`config.mk`:
```
export PLATFORM = sky130hd
export DESIGN_NAME = e203_ifu_flushrsp
export DESIGN_NICKNAME = d
export VERILOG_FILES = /design/src/rtl/e203_ifu_flushrsp_pkg.sv /design/src/rtl/e203_ifu_flushrsp_dfflr.sv /design/src/rtl/e203_ifu_flushrsp.sv
export SDC_FILE = /design/constraint.sdc
export NUM_CORES = 1
export LEC_CHECK = 0
export BUFFER_PORTS_ARGS = -buffer_cell sky130_fd_sc_hd__buf_2
export CORE_UTILIZATION = 45
export DETAILED_ROUTE_END_ITERATION = 7
export PLACE_DENSITY = 0.74
export SYNTH_ARGS = -nofsm -noshare
export SYNTH_HDL_FRONTEND = slang
export SYNTH_HIERARCHICAL = 1
export SYNTH_SLANG_ARGS = --single-unit
```
`constraint.sdc`:
```
create_clock -name clk -period 3.2 [get_ports clk]
set_input_delay 0.16 -clock clk [delete_from_list [all_inputs] [get_ports clk]]
set_output_delay 0.16 -clock clk [all_outputs]
set_load 0.02 [all_outputs]
```
`src/rtl/e203_ifu_flushrsp_pkg.sv`:
```
// Shared definitions for the IFU flush/response tracker.
// E203_PC_SIZE mirrors the core-wide PC width from e203_defines.v.
package e203_ifu_flushrsp_pkg;

    localparam int E203_PC_SIZE = 32;

    typedef logic [E203_PC_SIZE-1:0] pc_t;

    // Flush target wraps modulo 2^E203_PC_SIZE; the carry out is discarded.
    function automatic pc_t flush_target(input pc_t op1, input pc_t op2);
        return op1 + op2;
    endfunction

endpackage

```
`src/rtl/e203_ifu_flushrsp_dfflr.sv`:
```
// Generic enable-load flop with asynchronous active-low reset to zero.
module sirv_gnrl_dfflr #(
    parameter int DW = 32
) (
    input  logic          lden,
    input  logic [DW-1:0] dnxt,
    output logic [DW-1:0] qout,
    input  logic          clk,
    input  logic          rst_n
);

    always_ff @(posedge clk or negedge rst_n) begin
        if (!rst_n) begin
            qout <= '0;
        end else if (lden) begin
            qout <= dnxt;
        end
    end

endmodule

```
`src/rtl/e203_ifu_flushrsp.sv`:
```
// Tracks outstanding IFU fetches, drops stale responses after a pipeline
// flush and presents the flush target PC as a redirect to the fetch engine.
//
// state | meaning
// IDLE  | normal fetching, new requests allowed while below OSTD_MAX
// DRAIN | flush seen, discarding responses still in flight
// REDIR | redirect PC valid, waiting for the fetch engine to take it
module e203_ifu_flushrsp
    import e203_ifu_flushrsp_pkg::*;
#(
    parameter int OSTD_MAX = 2
) (
    input  logic                    clk,
    input  logic                    rst_n,
    input  logic                    pipe_flush_req,
    output logic                    pipe_flush_ack,
    input  logic [E203_PC_SIZE-1:0] pipe_flush_add_op1,
    input  logic [E203_PC_SIZE-1:0] pipe_flush_add_op2,
    input  logic                    ifu_req_hsked,
    input  logic                    ifu_rsp_hsked,
    output logic                    ifu_req_allow,
    output logic                    ifu_rsp_drop,
    output logic                    redir_valid,
    input  logic                    redir_ready,
    output logic [E203_PC_SIZE-1:0] redir_pc
);

    // IDLE must encode as zero: the flops reset to all-zeros.
    localparam logic [1:0] ST_IDLE  = 2'd0;
    localparam logic [1:0] ST_DRAIN = 2'd1;
    localparam logic [1:0] ST_REDIR = 2'd2;

    localparam logic [1:0] OST_LIMIT = 2'(OSTD_MAX);

    logic [1:0] state;
    logic [1:0] state_nxt;
    logic [1:0] ost_cnt;
    logic [1:0] ost_nxt;
    logic [1:0] drop_cnt;
    logic [1:0] drop_nxt;
    logic       flush_hsk;
    logic       redir_hsk;
    pc_t        flush_tgt;

    assign pipe_flush_ack = 1'b1;
    assign flush_hsk      = pipe_flush_req & pipe_flush_ack;
    assign redir_hsk      = redir_valid & redir_ready;
    assign flush_tgt      = flush_target(pipe_flush_add_op1, pipe_flush_add_op2);

    assign ost_nxt = ost_cnt + 2'(ifu_req_hsked) - 2'(ifu_rsp_hsked);

    // A new flush always wins, even against a same-cycle redirect handshake.
    always_comb begin
        state_nxt = state;
        drop_nxt  = drop_cnt;
        if (flush_hsk) begin
            drop_nxt  = ost_nxt;
            state_nxt = (ost_nxt != 2'd0) ? ST_DRAIN : ST_REDIR;
        end else begin
            case (state)
                ST_IDLE: ;
                ST_DRAIN: begin
                    if (ifu_rsp_hsked && (drop_cnt != 2'd0)) begin
                        drop_nxt = drop_cnt - 2'd1;
                        if (drop_cnt == 2'd1) begin
                            state_nxt = ST_REDIR;
                        end
                    end
                end
                ST_REDIR: begin
                    if (redir_hsk) begin
                        state_nxt = ST_IDLE;
                    end
                end
                default: state_nxt = ST_IDLE;
            endcase
        end
    end

    sirv_gnrl_dfflr #(.DW(2)) u_state_dff (
        .lden (1'b1),
        .dnxt (state_nxt),
        .qout (state),
        .clk  (clk),
        .rst_n(rst_n)
    );

    sirv_gnrl_dfflr #(.DW(2)) u_ost_dff (
        .lden (1'b1),
        .dnxt (ost_nxt),
        .qout (ost_cnt),
        .clk  (clk),
        .rst_n(rst_n)
    );

    sirv_gnrl_dfflr #(.DW(2)) u_drop_dff (
        .lden (1'b1),
        .dnxt (drop_nxt),
        .qout (drop_cnt),
        .clk  (clk),
        .rst_n(rst_n)
    );

    sirv_gnrl_dfflr #(.DW(E203_PC_SIZE)) u_pc_dff (
        .lden (flush_hsk),
        .dnxt (flush_tgt),
        .qout (redir_pc),
        .clk  (clk),
        .rst_n(rst_n)
    );

    assign ifu_req_allow = (state == ST_IDLE) && (ost_cnt < OST_LIMIT);
    assign ifu_rsp_drop  = (drop_cnt != 2'd0);
    assign redir_valid   = (state == ST_REDIR);

    a_req_when_blocked : assert property (@(posedge clk) disable iff (!rst_n)
        ifu_req_hsked |-> ifu_req_allow);

    a_rsp_when_empty : assert property (@(posedge clk) disable iff (!rst_n)
        ifu_rsp_hsked |-> (ost_cnt != 2'd0));

endmodule

```
* After elaboration in Yosys (flattened, before gate mapping)
Index checks and enable logic that the tools add are counted.
Word-level totals: input port bits 70, word-level logic and storage cells 35, output and inout port bits 36, bits in registers 38
Operators by class: bitwise logic cells 1, equality and inequality tests 7, reductions and logical operators 9, multiplexer cells 9, magnitude comparators 1, $add $sub $neg 4
Operators by type and width (count):
- $add 32x32->32 | 1
- $mux 2 | 8
- $reduce_bool 2->1 | 4
- $ne 3x3->1 const B | 2
- $pmux 2 s3 | 1
- $eq 2x1->1 const B | 2
- $reduce_and 4->1 | 1
- $ne 3x2->1 const B | 1
- $add 2x1->2 | 1
- $eq 2x2->1 const B | 1
- $logic_and 1x1->1 | 2
- $logic_not 2->1 | 1
- $lt 2x2->1 const B | 1
- $ne 2x2->1 const B | 1
- $reduce_and 2->1 | 1
- $sub 2x1->2 | 1
- $sub 2x1->2 const B | 1
- $and 1x1->1 | 1

* Depth between registers and ports, before layout
Gate-level depths: netlist (run 1).
depth after elaboration 5, gate-level depth with buffers 10, gate-level depth less buffers 10

* By module
The synthesis (run 1) kept the hierarchy.
By module, submodules not included:
- e203_ifu_flushrsp | seq. area each 0.0 µm², area each 1856.8 µm², cells an instance 267, times used 1
- sirv_gnrl_dfflr at u_pc_dff | seq. area each 800.8 µm², area each 1345.0 µm², cells an instance 68, times used 1
- sirv_gnrl_dfflr at u_drop_dff ... | seq. area each 50.0 µm², area each 72.6 µm², cells an instance 4, times used 3

* Least setup slack after synthesis (run 1)
No wires, ideal clock.
path kind in2reg, start input port pipe_flush_add_op1[0], end register u_pc_dff.qout[20], arrival 2.200 ns, setup time 0.125 ns, buffers on the path 0, stages on the path 10, data required time 3.075 ns, setup slack 0.875 ns, path through ha_1 > fa_1 > a21o_1 > a31oi_1 > o21ai_1 > a31oi_1 > o31a_1 > o21bai_1 > xor2_1 > mux2_4
Between the ends: cells in the longest elaborated chain, start to end 1
Ends and longest elaborated chain:
- from (decl) | line e203_ifu_flushrsp.sv:17 | input logic [E203_PC_SIZE-1:0] pipe_flush_add_op1,
- $add 32x32->32 | line e203_ifu_flushrsp_pkg.sv:11 | return op1 + op2;
- net flush_tgt[20] | line e203_ifu_flushrsp.sv:43 | pc_t flush_tgt;
- to (signal assigned) | line e203_ifu_flushrsp_dfflr.sv:16 | qout <= dnxt;
- to (decl) | line e203_ifu_flushrsp_dfflr.sv:7 | output logic [DW-1:0] qout,
The timed path passes the listed nets, and every way through them passes these cells. A chain may end at the register's enable or synchronous reset.

* Worst setup path in the final report (run 1)
Ends and elaborated chain as after synthesis.

==> results of run 1 <==
## synthesized netlist by cell type (3+ instances only)
| cell type | count |
|---|---|
| sky130_fd_sc_hd__xor2_1 | 12 |
| sky130_fd_sc_hd__mux2_2 | 8 |
| sky130_fd_sc_hd__xnor2_1 | 21 |
| sky130_fd_sc_hd__o211ai_1 | 4 |
| sky130_fd_sc_hd__o21a_1 | 3 |
| sky130_fd_sc_hd__a21o_1 | 4 |
| sky130_fd_sc_hd__nand3_1 | 9 |
| sky130_fd_sc_hd__nor2_1 | 20 |
| sky130_fd_sc_hd__inv_1 | 11 |
| sky130_fd_sc_hd__ha_1 | 35 |
| sky130_fd_sc_hd__mux2_4 | 30 |
| sky130_fd_sc_hd__and3_1 | 4 |
| sky130_fd_sc_hd__o21ai_0 | 22 |
| sky130_fd_sc_hd__a21oi_1 | 37 |
| sky130_fd_sc_hd__o31ai_1 | 4 |
| sky130_fd_sc_hd__nor2b_1 | 3 |
| sky130_fd_sc_hd__dfrtp_1 | 38 |
| sky130_fd_sc_hd__nor3_1 | 4 |
| sky130_fd_sc_hd__buf_12 | 3 |
| sky130_fd_sc_hd__nand2b_1 | 4 |
| sky130_fd_sc_hd__nand2_1 | 31 |
## worst min-delay path, cell delays in order
cell                     delay (ns)
sky130_fd_sc_hd__buf_2         0.08
sky130_fd_sc_hd__ha_1          0.11
sky130_fd_sc_hd__mux2_4        0.13
## power breakdown
group | switching, µW | total [µW] | internal [µW]
combinational | 581 | 1090 | 510
clock | 166 | 339 | 173
sequential | 97.9 | 724 | 626
## through the flow
stage / hold WS (ns) / setup slack (ns) / instances
2_1_floorplan: -0.136 / 0.875 / 353
4_1_cts: 0.211 / 0.805 / 559
3_3_place_gp: 0.306 / 0.596 / 550
3_5_place_dp: 0.311 / 0.502 / 550
5_1_grt: 0.228 / 0.646 / 559
6_report: 0.221 / 0.796 / 559
## worst paths after layout
path                                  endpoint  slack (ns)
hold / removal                u_pc_dff/qout[0]        0.22
min in group asynchronous     u_pc_dff/qout[0]        0.51
hold reg to reg              u_pc_dff/qout[19]        0.51
setup reg to reg           u_state_dff/qout[1]        1.30
setup / recovery             u_pc_dff/qout[20]        0.80
max in group asynchronous    u_pc_dff/qout[31]        2.16
## kinds of logic (layout without fill, tap and decap cells)
group	after synthesis	in the layout	share of synthesized area (%)
xor+xnor	33	33	8.45
buf+inv	18	125	3.84
mux	39	39	16.1
simple gates	82	82	11.4
flops	38	38	27.8
fa+ha+maj	36	36	13.4
other cells	1	7	0.110
compound gates	100	100	18.9
## layer usage
| layer | vias up | global-route usage (%) |
|---|---|---|
| met5 | - | 0 |
| met1 | 1356 | 27.6 |
| met2 | 74 | 32.5 |
| met4 | 0 | 4.76 |
| met3 | 7 | 2.40 |
| li1 | 1484 | - |
## sequential cells by signal, summed over array words and instances (netlist names)
register,cells
u_ost_dff/qout,2
u_state_dff/qout,2
u_drop_dff/qout,2
u_pc_dff/qout,32
## final cells by class
class	instances	area (µm²)
Fill cell	697	3180
Multi-Input combinational cell	297	2360
Sequential cell	38	951
Timing Repair Buffer	106	538
Tap cell	99	124
Clock buffer	6	82.6
Inverter	11	41.3
Clock inverter	2	12.5
==> impl_results.html, run 1 <==
<table>
<tr><th>Metric</th><th>Value</th></tr>
<tr><th colspan="2">Route</th></tr>
<tr><td>Routed met1 length</td><td>3690 µm</td></tr>
<tr><td>Detailed-route vias per instance</td><td>5.23</td></tr>
<tr><td>WL/cell</td><td>~14 µm</td></tr>
<tr><td>Total number of vias</td><td>around 2900</td></tr>
<tr><td>First-pass detailed-route iteration total</td><td>4</td></tr>
<tr><td>Total length of routed met2 wires</td><td>approximately 3600 µm</td></tr>
<tr><td>Routed WL</td><td>7620 µm</td></tr>
<tr><td>Number of DRC markers after the initial detailed-route iteration</td><td>83</td></tr>
<tr><td>Post-route antenna net violation count</td><td>0</td></tr>
<tr><td>Max layer used</td><td>met4</td></tr>
<tr><td>Post-detailed-route DRC marker count</td><td>0</td></tr>
<tr><td>Total length of routed met3 wires</td><td>289 µm</td></tr>
<tr><th colspan="2">Clock network</th></tr>
<tr><td>Number of clock sinks</td><td>38</td></tr>
<tr><td>Max Buffers Root-to-Sink</td><td>2</td></tr>
<tr><td>Post-CTS Repair Setup Buffers</td><td>0</td></tr>
<tr><td>CTS tree</td><td>done</td></tr>
<tr><td>Clock transition time at the flip-flop clock pins of the worst setup and hold paths</td><td>approximately 0.080 ns</td></tr>
<tr><td>CTS hold repair buffers</td><td>1</td></tr>
<tr><td>Clock latency on the worst-skew pair</td><td>0.28 ns</td></tr>
<tr><td>Clock Tree Root</td><td>sky130_fd_sc_hd__clkbuf_8</td></tr>
<tr><td>Total CTS buffers</td><td>5</td></tr>
<tr><td>Post-cts gate resize count</td><td>0</td></tr>
<tr><td>CTS H-tree depth</td><td>2</td></tr>
<tr><th colspan="2">Yosys</th></tr>
<tr><td>Warning count from the yosys run</td><td>6</td></tr>
<tr><td>Top cells by area in the synthesized netlist</td><td>sky130_fd_sc_hd__dfrtp_1, sky130_fd_sc_hd__mux2_4, sky130_fd_sc_hd__ha_1, sky130_fd_sc_hd__a21oi_1, sky130_fd_sc_hd__xnor2_1</td></tr>
<tr><td>Largest area contributor in the netlist</td><td>sky130_fd_sc_hd__dfrtp_1</td></tr>
<tr><td>Sequential area share after synthesis</td><td>27.8%</td></tr>
<tr><td>Number of enable flip-flop cells after synthesis</td><td>0</td></tr>
<tr><td>Main synth FF type</td><td>sky130_fd_sc_hd__dfrtp_1</td></tr>
<tr><td>Instance count of the mapped netlist</td><td>about 350</td></tr>
<tr><td>Post-synthesis instance area</td><td>0.00342 mm²</td></tr>
<tr><td>Yosys top cell area share</td><td>27.8%</td></tr>
<tr><td>Unique cell type count in the Yosys netlist</td><td>52</td></tr>
<tr><td>Synthesized area divided by synthesized cell count</td><td>9.85 µm²</td></tr>
<tr><td>Flip-flop and latch count after synthesis</td><td>38</td></tr>
<tr><td>Asr flop ratio synth</td><td>100%</td></tr>
<tr><th colspan="2">Setup path</th></tr>
<tr><td>Cell-by-cell trace of the critical path</td><td>buf_2 -&gt; ha_1 -&gt; fa_1 -&gt; a21o_1 -&gt; a31oi_1 -&gt; o21ai_1 -&gt; a31oi_1 -&gt; o31a_1 -&gt; o21bai_1 -&gt; xor2_1 -&gt; mux2_4</td></tr>
<tr><td>Largest driver fanout on the critical path</td><td>3</td></tr>
<tr><td>Slowest-stage cell, CP</td><td>sky130_fd_sc_hd__fa_1</td></tr>
<tr><td>CP top delay family</td><td>compound AO/OA/AOI/OAI gates</td></tr>
<tr><td>Crit path arrival time</td><td>around 2.6 ns</td></tr>
<tr><td>Category of the worst setup path capture point</td><td>flip-flop</td></tr>
<tr><td>Delay contributed by the slowest stage of the critical path</td><td>0.41 ns</td></tr>
<tr><td>Crit Path Category</td><td>in -&gt; reg</td></tr>
<tr><td>WP data required</td><td>roughly 3.4 ns</td></tr>
<tr><td>Sort of element at the start of the critical path</td><td>primary input</td></tr>
<tr><td>Cell depth of the worst flop-to-flop path</td><td>9</td></tr>
<tr><td>Total number of cells along the worst setup path</td><td>11</td></tr>
<tr><td>R2R Path Start</td><td>u_ost_dff/qout[0]</td></tr>
<tr><td>Number of buffers and inverters on the critical path</td><td>1</td></tr>
<tr><td>Worst Setup SP</td><td>pipe_flush_add_op1[0]</td></tr>
<tr><td>Cell with the most instances on the worst path</td><td>sky130_fd_sc_hd__a31oi_1</td></tr>
<tr><th colspan="2">Placement</th></tr>
<tr><td>PortBufs</td><td>104</td></tr>
<tr><td>Post-DP Area</td><td>0.00400 mm²</td></tr>
<tr><td>GP Congestion</td><td>between 0.8 and 0.9</td></tr>
<tr><td>Hpwl dp</td><td>6320 µm</td></tr>
<tr><th colspan="2">Finish</th></tr>
<tr><td>Share of cells above drive strength 1</td><td>35.0%</td></tr>
<tr><td>Layout Cell Area excl Fill</td><td>about 0.0041 mm²</td></tr>
<tr><td>Most common library cell in the layout ignoring fill and taps</td><td>sky130_fd_sc_hd__buf_2</td></tr>
<tr><td>Diode insertion count for antenna repair</td><td>0</td></tr>
<tr><td>Final net count</td><td>565</td></tr>
<tr><td>Fraction of the core area covered by cells at the end of the flow</td><td>56.3%</td></tr>
<tr><td>P&amp;R area growth vs syn</td><td>20.2%</td></tr>
<tr><td>Most frequent cells in the layout</td><td>sky130_fd_sc_hd__buf_2, sky130_fd_sc_hd__dfrtp_1, sky130_fd_sc_hd__a21oi_1</td></tr>
<tr><th colspan="2">Global routing</th></tr>
<tr><td>First-pass GRT wire length</td><td>12300 µm</td></tr>
<tr><td>Gr usage total</td><td>19.7%</td></tr>
<tr><td>Total congestion overflow</td><td>0</td></tr>
<tr><td>Antenna violations before repair</td><td>0</td></tr>
<tr><td>Via count of the first global-routing pass</td><td>2698</td></tr>
<tr><td>Maximum number of pins on one net before global-route repair</td><td>39</td></tr>
<tr><th colspan="2">STA</th></tr>
<tr><td>Maximum operating frequency</td><td>416 MHz</td></tr>
<tr><td>Final setup violating endpoints</td><td>0</td></tr>
<tr><td>RSZ-0062 raised after global routing</td><td>no</td></tr>
<tr><td>Worst relative slew slack</td><td>a little under half</td></tr>
<tr><td>Worst clock skew on the final layout</td><td>0.00248 ns</td></tr>
<tr><td>Measured slew at the worst slew-check pin</td><td>slightly above 0.8 ns</td></tr>
<tr><td>Period minus WS final</td><td>between 2 and 2.5 ns</td></tr>
<tr><td>Final cycle utilization of the critical path</td><td>75.1%</td></tr>
<tr><td>Final number of hold-violating endpoints</td><td>0</td></tr>
<tr><td>Number of max-slew violations in the final report</td><td>0</td></tr>
<tr><td>Total negative slack for setup checks</td><td>0 ns</td></tr>
<tr><th colspan="2">Die</th></tr>
<tr><td>Initial core utilization</td><td>46.9%</td></tr>
<tr><td>Die height</td><td>a little under 90 µm</td></tr>
<tr><td>Number of ports placed on the die boundary</td><td>between 100 and 150</td></tr>
<tr><td>Core box area</td><td>0.00729 mm²</td></tr>
<tr><td>Die Span X</td><td>89.2 µm</td></tr>
<tr><td>Count of standard-cell rows</td><td>31</td></tr>
<tr><td>Area of the die</td><td>0.00795 mm²</td></tr>
<tr><th colspan="2">Power</th></tr>
<tr><td>Total power density per cell area</td><td>524 mW/mm²</td></tr>
<tr><td>Final total power</td><td>~2200 µW</td></tr>
<tr><td>IR drop worst, VDD</td><td>0.242 mV</td></tr>
<tr><td>Leakage power figure</td><td>0.00201 µW</td></tr>
<tr><th colspan="2">Hold path</th></tr>
<tr><td>Cell count of the worst hold path</td><td>3</td></tr>
<tr><td>Worst hold-check path type</td><td>in -&gt; reg</td></tr>
<tr><td>Start point of the worst hold path</td><td>pipe_flush_add_op2[0]</td></tr>
<tr><th colspan="2">Outcome</th></tr>
<tr><td>Outcome</td><td>finished, final reports clean</td></tr>
<tr><th colspan="2">Job</th></tr>
<tr><td>Max cap viols</td><td>0</td></tr>
</table>
(Power assumes the default switching activity.)
==> run 2, diff against run 1 <==
- PLACE_DENSITY: 0.74 -> 0.76
- clock period: 3.2 -> 2.15 ns (I/O delays scaled with it)
==> run 2 against run 1 <==
Final area increased by 13%. Clock power increased by 77%. Critical path depth unchanged. Sequential share of layout area decreased by 2.6 points. Sequential power increased by 51%. Largest power group unchanged.
==> impl_results.html, run 2 (same netlist as run 1, synthesis figures left out) <==
<table>
<tr><th>Metric</th><th>Value</th></tr>
<tr><th colspan="2">Finish</th></tr>
<tr><td>Top register by number of flip-flops</td><td>u_pc_dff/qout (unchanged)</td></tr>
<tr><td>Most frequent cells in the layout</td><td>sky130_fd_sc_hd__buf_2, sky130_fd_sc_hd__buf_4, sky130_fd_sc_hd__dfrtp_1 (was sky130_fd_sc_hd__buf_2, sky130_fd_sc_hd__dfrtp_1, sky130_fd_sc_hd__a21oi_1)</td></tr>
<tr><td>Most common library cell in the layout ignoring fill and taps</td><td>sky130_fd_sc_hd__buf_2 (unchanged)</td></tr>
<tr><td>P&amp;R area growth vs syn</td><td>35.5% (was 20.2%)</td></tr>
<tr><td>Diode insertion count for antenna repair</td><td>0 (unchanged)</td></tr>
<tr><td>Final net count</td><td>624 (was 565)</td></tr>
<tr><td>Number of flip-flops in the largest register</td><td>32 (unchanged)</td></tr>
<tr><td>Share of cells above drive strength 1</td><td>43.4% (was 35.0%)</td></tr>
<tr><th colspan="2">Placement</th></tr>
<tr><td>Hpwl dp</td><td>7040 µm (was 6320 µm)</td></tr>
<tr><td>Worst-case setup slack after placement</td><td>-0.241 ns (was 0.502 ns)</td></tr>
<tr><td>GP Congestion</td><td>0.905 (was 0.855)</td></tr>
<tr><td>PortBufs</td><td>104 (unchanged)</td></tr>
<tr><th colspan="2">Setup path</th></tr>
<tr><td>Setup slack on the worst flop-to-flop path</td><td>0.24 ns (was 1.30 ns)</td></tr>
<tr><td>Crit path arrival time</td><td>2.26 ns (was 2.58 ns)</td></tr>
<tr><td>Crit Path Category</td><td>in -&gt; reg (unchanged)</td></tr>
<tr><td>WP data required</td><td>2.33 ns (was 3.37 ns)</td></tr>
<tr><td>Endpoint of the worst-slack reg-to-reg timing path</td><td>u_state_dff/qout[1] (unchanged)</td></tr>
<tr><td>Category of the worst setup path capture point</td><td>flip-flop (unchanged)</td></tr>
<tr><td>Sort of element at the start of the critical path</td><td>primary input (unchanged)</td></tr>
<tr><td>Largest driver fanout on the critical path</td><td>3 (unchanged)</td></tr>
<tr><td>R2R Path Start</td><td>u_ost_dff/qout[0] (unchanged)</td></tr>
<tr><td>Cell depth of the worst flop-to-flop path</td><td>9 (unchanged)</td></tr>
<tr><th colspan="2">Die</th></tr>
<tr><td>Die Span X</td><td>89.2 µm (unchanged)</td></tr>
<tr><td>Die height</td><td>89.2 µm (unchanged)</td></tr>
<tr><td>Core box area</td><td>0.00729 mm² (unchanged)</td></tr>
<tr><td>Number of ports placed on the die boundary</td><td>106 (unchanged)</td></tr>
<tr><td>Count of standard-cell rows</td><td>31 (unchanged)</td></tr>
<tr><td>Area of the die</td><td>0.00795 mm² (unchanged)</td></tr>
<tr><td>Initial core utilization</td><td>46.9% (unchanged)</td></tr>
<tr><th colspan="2">Clock network</th></tr>
<tr><td>Number of clock sinks</td><td>38 (unchanged)</td></tr>
<tr><td>CTS H-tree depth</td><td>2 (unchanged)</td></tr>
<tr><td>Clock transition time at the flip-flop clock pins of the worst setup and hold paths</td><td>0.07 ns (was 0.08 ns)</td></tr>
<tr><td>Total CTS buffers</td><td>5 (unchanged)</td></tr>
<tr><td>CTS tree</td><td>done (unchanged)</td></tr>
<tr><td>Max Buffers Root-to-Sink</td><td>2 (unchanged)</td></tr>
<tr><td>Clock Tree Root</td><td>sky130_fd_sc_hd__clkbuf_8 (unchanged)</td></tr>
<tr><td>Clock latency on the worst-skew pair</td><td>0.29 ns (was 0.28 ns)</td></tr>
<tr><th colspan="2">Global routing</th></tr>
<tr><td>Routing layer with the top usage in global route</td><td>met2 (unchanged)</td></tr>
<tr><td>Total congestion overflow</td><td>0 (unchanged)</td></tr>
<tr><td>First-pass GRT wire length</td><td>13600 µm (was 12300 µm)</td></tr>
<tr><td>Grt met3 use</td><td>2.59% (was 2.40%)</td></tr>
<tr><td>GR met2 Demand/Resource</td><td>35.1% (was 32.5%)</td></tr>
<tr><td>Via count of the first global-routing pass</td><td>3032 (was 2698)</td></tr>
<tr><td>Global-route met1 utilization</td><td>30.6% (was 27.6%)</td></tr>
<tr><td>Maximum number of pins on one net before global-route repair</td><td>39 (unchanged)</td></tr>
<tr><td>Antenna violations before repair</td><td>0 (unchanged)</td></tr>
<tr><td>Gr usage total</td><td>21.8% (was 19.7%)</td></tr>
<tr><th colspan="2">Power</th></tr>
<tr><td>Leakage power figure</td><td>0.00230 µW (was 0.00201 µW)</td></tr>
<tr><td>Total power density per cell area</td><td>753 mW/mm² (was 524 mW/mm²)</td></tr>
<tr><td>IR drop worst, VDD</td><td>0.355 mV (was 0.242 mV)</td></tr>
<tr><th colspan="2">Route</th></tr>
<tr><td>First-pass detailed-route iteration total</td><td>4 (unchanged)</td></tr>
<tr><td>Total number of vias</td><td>3209 (was 2921)</td></tr>
<tr><td>WL/cell</td><td>13.8 µm (was 13.6 µm)</td></tr>
<tr><td>Post-route antenna net violation count</td><td>0 (unchanged)</td></tr>
<tr><td>Routed WL</td><td>8540 µm (was 7620 µm)</td></tr>
<tr><td>Detailed-route vias per instance</td><td>5.19 (was 5.23)</td></tr>
<tr><td>Post-detailed-route DRC marker count</td><td>0 (unchanged)</td></tr>
<tr><td>Number of DRC markers after the initial detailed-route iteration</td><td>108 (was 83)</td></tr>
<tr><th colspan="2">STA</th></tr>
<tr><td>Final cycle utilization of the critical path</td><td>96.8%</td></tr>
<tr><td>Final setup violating endpoints</td><td>0 (unchanged)</td></tr>
<tr><td>Total negative slack for setup checks</td><td>0 ns (unchanged)</td></tr>
<tr><td>Final number of hold-violating endpoints</td><td>0 (unchanged)</td></tr>
<tr><td>Worst relative slew slack</td><td>44.9% (was 45.1%)</td></tr>
<tr><td>Maximum operating frequency</td><td>480 MHz</td></tr>
<tr><td>Period minus WS final</td><td>2.08 ns</td></tr>
<tr><td>Worst clock skew on the final layout</td><td>0.00411 ns (was 0.00248 ns)</td></tr>
<tr><td>Hold_ws</td><td>0.176 ns (was 0.221 ns)</td></tr>
<tr><td>Minimum setup slack in the final design</td><td>0.0684 ns (was 0.796 ns)</td></tr>
<tr><td>Number of max-slew violations in the final report</td><td>0 (unchanged)</td></tr>
<tr><td>Measured slew at the worst slew-check pin</td><td>0.827 ns (was 0.823 ns)</td></tr>
<tr><th colspan="2">Hold path</th></tr>
<tr><td>Worst hold-check path type</td><td>in -&gt; reg (unchanged)</td></tr>
<tr><td>Endpoint of the worst hold-timing path</td><td>u_pc_dff/qout[0] (unchanged)</td></tr>
<tr><td>Start point of the worst hold path</td><td>pipe_flush_add_op2[0] (unchanged)</td></tr>
<tr><td>Cell count of the worst hold path</td><td>3 (unchanged)</td></tr>
<tr><th colspan="2">Outcome</th></tr>
<tr><td>Outcome</td><td>finished, final reports clean (unchanged)</td></tr>
<tr><th colspan="2">Job</th></tr>
<tr><td>Max cap viols</td><td>0 (unchanged)</td></tr>
</table>
-- run 2: power by group --
part / switching, µW / internal, µW / leakage [µW] / total (µW)
clock: 252 / 347 / 0.0000524 / 599
sequential: 153 / 932 / 0.000446 / 1090
combinational: 917 / 889 / 0.00181 / 1810
total: 1320 / 2170 / 0.00230 / 3490
-- run 2: per-stage QoR --
step                total power (µW)  util [%]  area (µm²)  cells
floorplan                       2250         -        3460    353
global placement                2830      61.2        4460    607
detailed placement              2890      61.2        4460    607
CTS                             3490      62.8        4580    616
global route                    3720      63.5        4630    618
finish                          3490      63.5        4630    618
-- run 2: area by class of cell --
cell class | instances | area (µm²)
Fill cell | 656 | 2660
Multi-Input combinational cell | 297 | 2420
Timing Repair Buffer | 165 | 993
Sequential cell | 38 | 951
Tap cell | 99 | 124
Clock buffer | 7 | 76.3
Inverter | 11 | 41.3
Clock inverter | 1 | 30.0
-- run 2: worst max path at each step --
stage / startpoint / endpoint / slack, ns / cells after the start
after global routing: pipe_flush_add_op1[0] / u_pc_dff/qout[28] / -0.03 / 11
after floorplan: pipe_flush_add_op1[6] / u_pc_dff/qout[29] / 0.004 / 9
after detailed placement: pipe_flush_add_op1[4] / u_pc_dff/qout[29] / -0.24 / 11
after CTS: pipe_flush_add_op1[4] / u_pc_dff/qout[29] / 0.06 / 11
final: pipe_flush_add_op1[0] / u_pc_dff/qout[28] / 0.07 / 11
after global placement: pipe_flush_add_op1[4] / u_pc_dff/qout[29] / -0.21 / 11
-- run 2: what timing repair did --
item	4_1_cts	5_1_grt
hold buffers	1	0
setup endpoints to repair	0	6
hold endpoints to repair	38	0
gates resized for setup	0	6
buffers inserted	0	2
-- run 2: per-layer routing --
layer,up-vias,share of wire (%)
met3,10,4.2
met5,-,0
li1,1603,-
met4,0,1.4
met2,86,47
met1,1510,47
-- run 2: worst max-delay path, stage by stage --
cell                      delay [ns]
sky130_fd_sc_hd__buf_2          0.12
sky130_fd_sc_hd__ha_4           0.16
sky130_fd_sc_hd__fa_2           0.36
sky130_fd_sc_hd__a21o_1         0.24
sky130_fd_sc_hd__a31oi_4        0.19
sky130_fd_sc_hd__o21a_1         0.18
sky130_fd_sc_hd__nor4_2         0.07
sky130_fd_sc_hd__nor4_2         0.35
sky130_fd_sc_hd__buf_4          0.18
sky130_fd_sc_hd__xnor2_1        0.06
sky130_fd_sc_hd__mux2_4         0.26
